## src/rtl/sound_frame_seq.sv

```systemverilog
// APU frame sequencer: 512 Hz event source, 8-step length/sweep/envelope strobes, trigger qualification.
// Latency: strobes and start are registered, 1 clk after evt/trigger. No backpressure; strobes are 1-clk pulses.
// Optional SOUND_EXT_DIV_EN: evt taken from the synchronised falling edge of div_bit instead of the prescaler.
module sound_frame_seq #(
    parameter int CLK_DIV   = 8192,
    parameter int DIV_WIDTH = 13
) (
    input  logic       clk,
    input  logic       rst,
    input  logic       apu_on,
    input  logic [3:0] trig_wr,
    input  logic [3:0] dac_en,
    input  logic       div_bit,
    output logic       clk_length_ctr,
    output logic       clk_sweep,
    output logic       clk_envelope,
    output logic [3:0] start,
    output logic [2:0] step,
    output logic       len_next_skip
);

    logic evt;

`ifdef SOUND_EXT_DIV_EN
    logic [1:0] div_sync;
    logic       div_prev;

    // History is held at 0 while powered down so power-up never looks like a falling edge.
    always_ff @(posedge clk or negedge rst) begin
        if (!rst) begin
            div_sync <= 2'b00;
            div_prev <= 1'b0;
        end else if (!apu_on) begin
            div_sync <= 2'b00;
            div_prev <= 1'b0;
        end else begin
            div_sync <= {div_sync[0], div_bit};
            div_prev <= div_sync[1];
        end
    end

    assign evt = apu_on & div_prev & ~div_sync[1];
`else
    localparam logic [DIV_WIDTH-1:0] PRESC_LAST = DIV_WIDTH'(CLK_DIV - 1);

    logic [DIV_WIDTH-1:0] presc;
    logic                 unused_div;

    assign unused_div = div_bit;

    always_ff @(posedge clk or negedge rst) begin
        if (!rst) begin
            presc <= '0;
        end else if (!apu_on || evt) begin
            presc <= '0;
        end else begin
            presc <= presc + 1'b1;
        end
    end

    assign evt = apu_on && (presc == PRESC_LAST);
`endif

    // Strobes default low every cycle, so each one is exactly a single clk wide.
    always_ff @(posedge clk or negedge rst) begin
        if (!rst) begin
            step           <= 3'd0;
            clk_length_ctr <= 1'b0;
            clk_sweep      <= 1'b0;
            clk_envelope   <= 1'b0;
            start          <= 4'b0000;
        end else begin
            clk_length_ctr <= 1'b0;
            clk_sweep      <= 1'b0;
            clk_envelope   <= 1'b0;
            start          <= apu_on ? (trig_wr & dac_en) : 4'b0000;
            if (!apu_on) begin
                step <= 3'd0;
            end else if (evt) begin
                clk_length_ctr <= ~step[0];
                clk_sweep      <= (step[1:0] == 2'b10);
                clk_envelope   <= (step == 3'd7);
                step           <= step + 3'd1;
            end
        end
    end

    assign len_next_skip = step[0];

endmodule

```

## config.mk

```make
export PLATFORM = sky130hd
export DESIGN_NAME = sound_frame_seq
export DESIGN_NICKNAME = d
export VERILOG_FILES = /design/src/rtl/sound_frame_seq.sv
export SDC_FILE = /design/constraint.sdc
export NUM_CORES = 1
export LEC_CHECK = 0
export CORE_MARGIN = 10
export CORE_UTILIZATION = 54
export CTS_BUF_LIST = sky130_fd_sc_hd__clkbuf_16
export CTS_CLUSTER_DIAMETER = 100
export DETAILED_ROUTE_END_ITERATION = 12
export DONT_BUFFER_PORTS = 1
export PLACE_DENSITY = 0.69
export SLEW_MARGIN = 5
export SYNTH_ARGS = -nofsm -noshare
export SYNTH_HDL_FRONTEND = slang
export SYNTH_SLANG_ARGS = --single-unit
```

## constraint.sdc

```tcl
create_clock -name clk -period 1.6 [get_ports clk]
set_input_delay 0.24 -clock clk [delete_from_list [all_inputs] [get_ports clk]]
set_output_delay 0.24 -clock clk [all_outputs]
set_load 0.05 [all_outputs]
```

==> results of run 1 <==
==> synthesized netlist by cell type, drive strengths merged, types with 2 or more instances <==
library cell   n  area, um2
nand2          7       26.3
a21boi         3       22.5
ha             4       50.1
nand4          3       33.8
o31ai          3       22.5
a21oi          4       23.8
and3           4       25.0
buf            3       30.0
nor4           2       12.5
nor2           6       22.5
inv            6       22.5
nand3          4       20.0
dfrtp         23        576
xnor2          2       17.5
o21ai          4       20.0
and2           2       12.5
or3            4       25.0
or4            4       33.8
mux2i          2       20.0
==> through the flow <==
step	cell area, um2	hold WS, ns	TNS, ns	power [mW]	util (%)
floorplan	1080	-0.0556	0	0.644	-
global placement	1170	-0.0548	0	0.657	60.7
detailed placement	1170	-0.0548	0	0.659	60.7
CTS	1260	0.118	0	1.21	65.4
global route	1290	0.133	-0.00481	1.24	67.3
finish	1290	0.130	0	1.21	67.3
==> final cells by class <==
cell class,count,area (um2)
multi-input cells,63,452
clock inverters,1,5.00
clock buffers,3,75.1
repair buffers,16,126
fillers,159,629
well taps,27,33.8
flip-flops and latches,23,578
inverters,6,22.5
==> logic make-up (layout without fill, tap and decap cells) <==
kind of cell / after synthesis / count (layout) / synth area share (%)
AO/OA/AOI/OAI: 17 / 17 / 12.2
multiplexers: 2 / 2 / 1.86
AND/OR/NAND/NOR: 37 / 37 / 20.1
XOR/XNOR: 3 / 3 / 2.44
buffers and inverters: 10 / 26 / 5.23
adder cells (fa/ha/maj): 4 / 4 / 4.65
flip-flops: 23 / 23 / 53.5
==> critical path, cell delays in order, from the launching register on <==
cell     delay [ns]
dfrtp_1        0.44
nand4_4        0.23
or4_1          0.62
o22ai_1        0.17
==> power groups by stage <==
stage | sequential, mW | combinational [mW] | clock [mW]
after global placement | 0.622 | 0.0349 | 0
after global routing | 0.613 | 0.0578 | 0.573
after CTS | 0.612 | 0.0495 | 0.548
after floorplan | 0.622 | 0.0215 | 0
final | 0.612 | 0.0507 | 0.548
after detailed placement | 0.622 | 0.0361 | 0
==> flip-flops by register name (all words and copies together), names as in the netlist <==
register        count
start               4
step                3
clk_length_ctr      1
clk_sweep           1
clk_envelope        1
presc              13
==> per-layer routing <==
metal	global-route usage, %	vias to the layer above	wire, um
met3	3.44	8	149
met2	19.5	37	1270
li1	-	379	-
met4	5.61	0	43
met1	11.1	393	921
met5	0	-	0
==> path summary, 6_finish.rpt <==
| path | to | slack, ns |
|---|---|---|
| setup reg to reg | step[1]$_DFFE_PN0N_ | 0.05 |
| max in group asynchronous | presc[6]$_DFF_PN0_ | 0.31 |
| hold / removal | step[0]$_DFFE_PN0N_ | 0.13 |
| hold reg to reg | presc[0]$_DFF_PN0_ | 0.53 |
| setup / recovery | step[1]$_DFFE_PN0N_ | 0.05 |
| min in group asynchronous | presc[11]$_DFF_PN0_ | 0.60 |
==> timing repair <==
| action | in CTS | in global routing |
|---|---|---|
| hold buffers | 1 | 0 |
| endpoints found under the hold margin | 23 | 0 |
| pin swaps | 0 | 3 |
| resized for setup | 1 | 5 |
| buffers inserted | 0 | 3 |
| endpoints found under the setup margin | 1 | 9 |
| cloned | 0 | 0 |
==> results.py, run 1 <==
metrics = {
    "status": {
        "status": "finished clean",
    },
    "clock_tree": {
        "cts_num_sinks": 23,
        "clkTransAtPathRegs_ns": 0.06,
        "cts.htree.levels": 1,
        "cts_root_buffer": "clkbuf_16",
        "cts_buffer_depth": 2,
        "numCtsBuffers": 3,
        "tritoncts": "done",
        "clock_latency_ns": 0.26,
    },
    "logic_synthesis": {
        "yosysWarningCount": 0,
        "synthesis.area_um2": 1080,
        "avgSynthCellArea_um2": 11.2,
        "synth_nets": 112,
        "ys_ff_latch": 23,
        "async_flop_share_pct": 100,
        "syn_inst": 96,
        "ys_types": 29,
        "synth-edff-count": 0,
        "synth_ff_type": "dfrtp_1",
        "yosysSeqAreaShare_pct": 53.5,
    },
    "floorplan": {
        "fp.dieH_um": 64.6,
        "core_area_um2": 1920,
        "fp.dieArea_um2": 4180,
        "boundaryPins": 23,
        "chipWidth_um": 64.6,
        "rows": 16,
        "start_util_pct": 56.0,
    },
    "final_layout": {
        "mostFrequentLayoutCells": "dfrtp_1 (21), buf_4 (14), nand2_1 (7), inv_1 (6), nor2_1 (6)",
        "drive_gt1_share_pct": 24.1,
        "final_nets": 129,
        "fin_cells": 139,
        "syn_to_final_growth_pct": 20.1,
        "n_antenna_cell": 0,
        "final_common_cell": "dfrtp_1",
    },
    "timing": {
        "period_share_pct": 96.6,
        "slew_headroom_pct": 32.0,
        "hold_viol_final": 0,
        "clock_skew_ns": 0.00507,
        "finalCriticalPeriod_ns": 1.55,
        "slew_viol_final": 0,
        "worst_slack_ns": 0.0541,
        "fmax_mhz": 647,
        "tightest_slew_ns": 1.02,
        "finalSetupViolations": 0,
    },
    "critical_path": {
        "end_kind": "flip-flop",
        "cp_max_fo": 13,
        "crit_start": "presc[4]$_DFF_PN0_",
        "crit_required_ns": 1.77,
        "r2r_cells": 3,
        "worst_setup_path_start_kind": "flip-flop",
        "criticalPathCategory": "flip-flop to flip-flop",
        "reg2reg_from": "presc[4]$_DFF_PN0_",
        "critPathArrivalTime_ns": 1.72,
    },
    "pwr": {
        "clockPowerShare_pct": 45.3,
        "seqPwrFrac_pct": 50.5,
        "swShare_pct": 21.3,
        "ir_drop_mv": 0.704,
        "power.switching_mw": 0.258,
        "combPwrFrac_pct": 4.2,
        "p_leak_nw": 0.601,
        "intPower_mw": 0.953,
        "p_per_area_nw_per_um2": 937,
    },
    "drt": {
        "drt-initial-drc-count": 26,
        "viasPerCell": 5.88,
        "wl_per_cell_um": 17.2,
        "ant_nets": 0,
        "vias": 817,
        "detail_route.first_pass.iterations": 6,
        "routed_wl_mm": 2.39,
        "drc_errors": 0,
    },
    "global_route": {
        "grt_max_degree": 24,
        "track_usage_pct": 10.9,
        "antenna_found_initial": 0,
        "grt_pass1_vias": 795,
        "grt_pass1_wl_mm": 3.61,
        "overflow": 0,
    },
    "flow_run": {
        "maxCapViolCount": 0,
    },
    "place": {
        "hpwlAfterDp_mm": 1.63,
        "port_buffers": 0,
        "gp_congestion": 0.734,
        "dp.cells": 131,
        "pre_cts_ws_ns": 0.00703,
    },
    "min_path": {
        "hp-start": "apu_on",
        "hold_depth": 2,
        "hp-class": "input port to flip-flop",
    },
}
No activity file was read; power rests on OpenSTA's default activity.
==> run 2, diff against run 1 <==
--- a/config.mk
+++ b/config.mk
@@ -8,7 +8,7 @@
 export CORE_MARGIN = 10
 export CORE_UTILIZATION = 54
 export CTS_BUF_LIST = sky130_fd_sc_hd__clkbuf_16
-export CTS_CLUSTER_DIAMETER = 100
+export CTS_CLUSTER_DIAMETER = 150
 export DETAILED_ROUTE_END_ITERATION = 12
 export DONT_BUFFER_PORTS = 1
 export PLACE_DENSITY = 0.69
==> results of run 2 <==
Final layout, timing and power as in run 1 (identical DEF).
==> run 3, diff against run 2 <==
--- a/config.mk
+++ b/config.mk
@@ -5,12 +5,13 @@
 export SDC_FILE = /design/constraint.sdc
 export NUM_CORES = 1
 export LEC_CHECK = 0
-export CORE_MARGIN = 10
+export CORE_MARGIN = 1
 export CORE_UTILIZATION = 54
 export CTS_BUF_LIST = sky130_fd_sc_hd__clkbuf_16
 export CTS_CLUSTER_DIAMETER = 150
 export DETAILED_ROUTE_END_ITERATION = 12
 export DONT_BUFFER_PORTS = 1
+export MAX_ROUTING_LAYER = met4
 export PLACE_DENSITY = 0.69
 export SLEW_MARGIN = 5
 export SYNTH_ARGS = -nofsm -noshare
==> results.py, run 3 (same netlist as run 1, synthesis figures left out) <==
metrics = {
    "floorplan": {
        "fp.dieH_um": 46.6,
        "chipWidth_um": 46.6,
        "rows": 15,
        "core_area_um2": 1800,
        "fp.dieArea_um2": 2180,
        "boundaryPins": 23,
        "start_util_pct": 59.7,
    },
    "timing": {
        "hold_viol_final": 0,
        "finalSetupViolations": 0,
        "tightest_slew_ns": 0.986,
        "clock_skew_ns": 0.00236,
        "holdWs_ns": 0.136,
        "finalCriticalPeriod_ns": 1.51,
        "rsz0062_at_grt": "false",
        "period_share_pct": 94.1,
        "finalSetupTns_ns": 0,
        "slew_viol_final": 0,
        "worst_slack_ns": 0.0942,
        "fmax_mhz": 664,
        "slew_headroom_pct": 34.0,
    },
    "final_layout": {
        "largest_reg_flops": 13,
        "biggestRegsByFlops": "presc: 13 flops, start: 4 flops, step: 3 flops",
        "syn_to_final_growth_pct": 15.6,
        "n_antenna_cell": 0,
        "fillerInstances": 141,
        "final_nets": 123,
        "fin_cells": 131,
        "mostFrequentLayoutCells": "dfrtp_1 (23), buf_4 (9), nand2_1 (7), inv_1 (6), nor2_1 (6)",
        "drive_gt1_share_pct": 17.0,
        "top_register": "presc",
        "final_common_cell": "dfrtp_1",
    },
    "global_route": {
        "grtUsageMet1_pct": 27.8,
        "met2_usage_pct": 31.4,
        "overflow": 0,
        "use_met3_pct": 4.31,
        "grt_max_degree": 24,
        "antenna_found_initial": 0,
        "grt_pass1_wl_mm": 3.16,
        "top_usage_layer": "met2",
        "track_usage_pct": 20.9,
        "grt_pass1_vias": 715,
    },
    "place": {
        "port_buffers": 0,
        "pre_cts_ws_ns": -0.0231,
        "hpwlAfterDp_mm": 1.31,
        "dp.cells": 126,
        "gp_congestion": 0.753,
    },
    "pwr": {
        "p_per_area_nw_per_um2": 951,
        "p_leak_nw": 0.575,
        "finalPower_mw": 1.18,
        "ir_drop_mv": 0.548,
    },
    "clock_tree": {
        "cts_buffer_depth": 2,
        "clock_latency_ns": 0.25,
        "cts_setup_buffers": 0,
        "cts.htree.levels": 1,
        "numCtsBuffers": 3,
        "cts_num_sinks": 23,
        "clkTransAtPathRegs_ns": 0.06,
        "cts_root_buffer": "clkbuf_16",
        "tritoncts": "done",
    },
    "flow_run": {
        "maxCapViolCount": 0,
    },
    "critical_path": {
        "cp_slowest_cell": "or4_1",
        "criticalPathCategory": "flip-flop to flip-flop",
        "crit_chain": "ha_1 -> nand3_4 -> or4_1 -> o22ai_1",
        "rrSetupSlack_ns": 0.09,
        "critPathArrivalTime_ns": 1.68,
        "slowest_delay_ns": 0.56,
        "cp_max_fo": 8,
        "reg2reg_to": "step[1]$_DFFE_PN0N_",
        "worst_setup_path_start_kind": "flip-flop",
        "r2r_cells": 4,
        "end_kind": "flip-flop",
        "reg2reg_from": "presc[1]$_DFF_PN0_",
        "crit_required_ns": 1.77,
    },
    "drt": {
        "wl_per_cell_um": 14.0,
        "detail_route.first_pass.iterations": 4,
        "routed_wl_mm": 1.83,
        "ant_nets": 0,
        "vias": 739,
        "drc_errors": 0,
        "drt-initial-drc-count": 10,
        "viasPerCell": 5.64,
    },
    "min_path": {
        "hp-start": "apu_on",
        "hold_depth": 1,
        "worstHoldEndpoint": "presc[10]$_DFF_PN0_",
        "hp-class": "input port to flip-flop",
    },
    "status": {
        "status": "finished clean",
    },
}
[run 3: cell count changes in the layout (fill, tap and decap cells not counted), sizes merged]
cell,delta
buf,-6
[run 3: per-stage QoR]
stage                     utilization [%]  cell area (um2)
final                                69.0             1240
after CTS                            68.6             1240
after floorplan                         -             1080
after global routing                 69.0             1240
after global placement               63.3             1140
after detailed placement             63.3             1140
[run 3: power breakdown]
group / internal [mW] / switching [mW]
clock: 0.335 / 0.190
sequential: 0.592 / 0.0210
combinational: 0.0203 / 0.0251
total: 0.947 / 0.236
[run 3: what timing repair did]
action	4_1_cts	5_1_grt
setup endpoints to repair	11	14
gates resized for setup	1	1
gates cloned	0	0
endpoints found under the hold margin	23	0
hold buffers	1	0
[run 3: cell type report]
type / instances / area, um2 / share of cell area, %
clock buffer: 3 / 75.1 / 6.04
clock inverter: 1 / 5.00 / 0.402
inverter: 6 / 22.5 / 1.81
multi-input combinational: 63 / 457 / 36.7
sequential: 23 / 576 / 46.3
tap: 25 / 31.3 / 2.52
timing repair buffer: 10 / 77.6 / 6.24
[run 3: how the worst max path moves through the flow]
stage	start	endpoint	slack, ns	cells past startpoint
floorplan	presc[0]$_DFF_PN0_	step[1]$_DFFE_PN0N_	0.04	5
global placement	presc[0]$_DFF_PN0_	step[1]$_DFFE_PN0N_	0.002	4
detailed placement	presc[1]$_DFF_PN0_	step[1]$_DFFE_PN0N_	-0.02	4
CTS	presc[0]$_DFF_PN0_	step[1]$_DFFE_PN0N_	0.06	4
global route	presc[0]$_DFF_PN0_	step[1]$_DFFE_PN0N_	0.001	4
finish	presc[1]$_DFF_PN0_	step[1]$_DFFE_PN0N_	0.09	4
[run 3: layer usage]
metal / vias to the layer above / part of all wire [%]
li1: 361 / -
met1: 364 / 45
met2: 12 / 51
met3: 2 / 2.4
met4: 0 / 0.55
met5: - / 0
[run 3: critical path: cells and delay by family, from the launching register on]
kind / cells / cell delay, ns
compound gates: 1 / 0.14
simple gates: 2 / 0.70
flops: 1 / 0.35
fa+ha+maj: 1 / 0.23
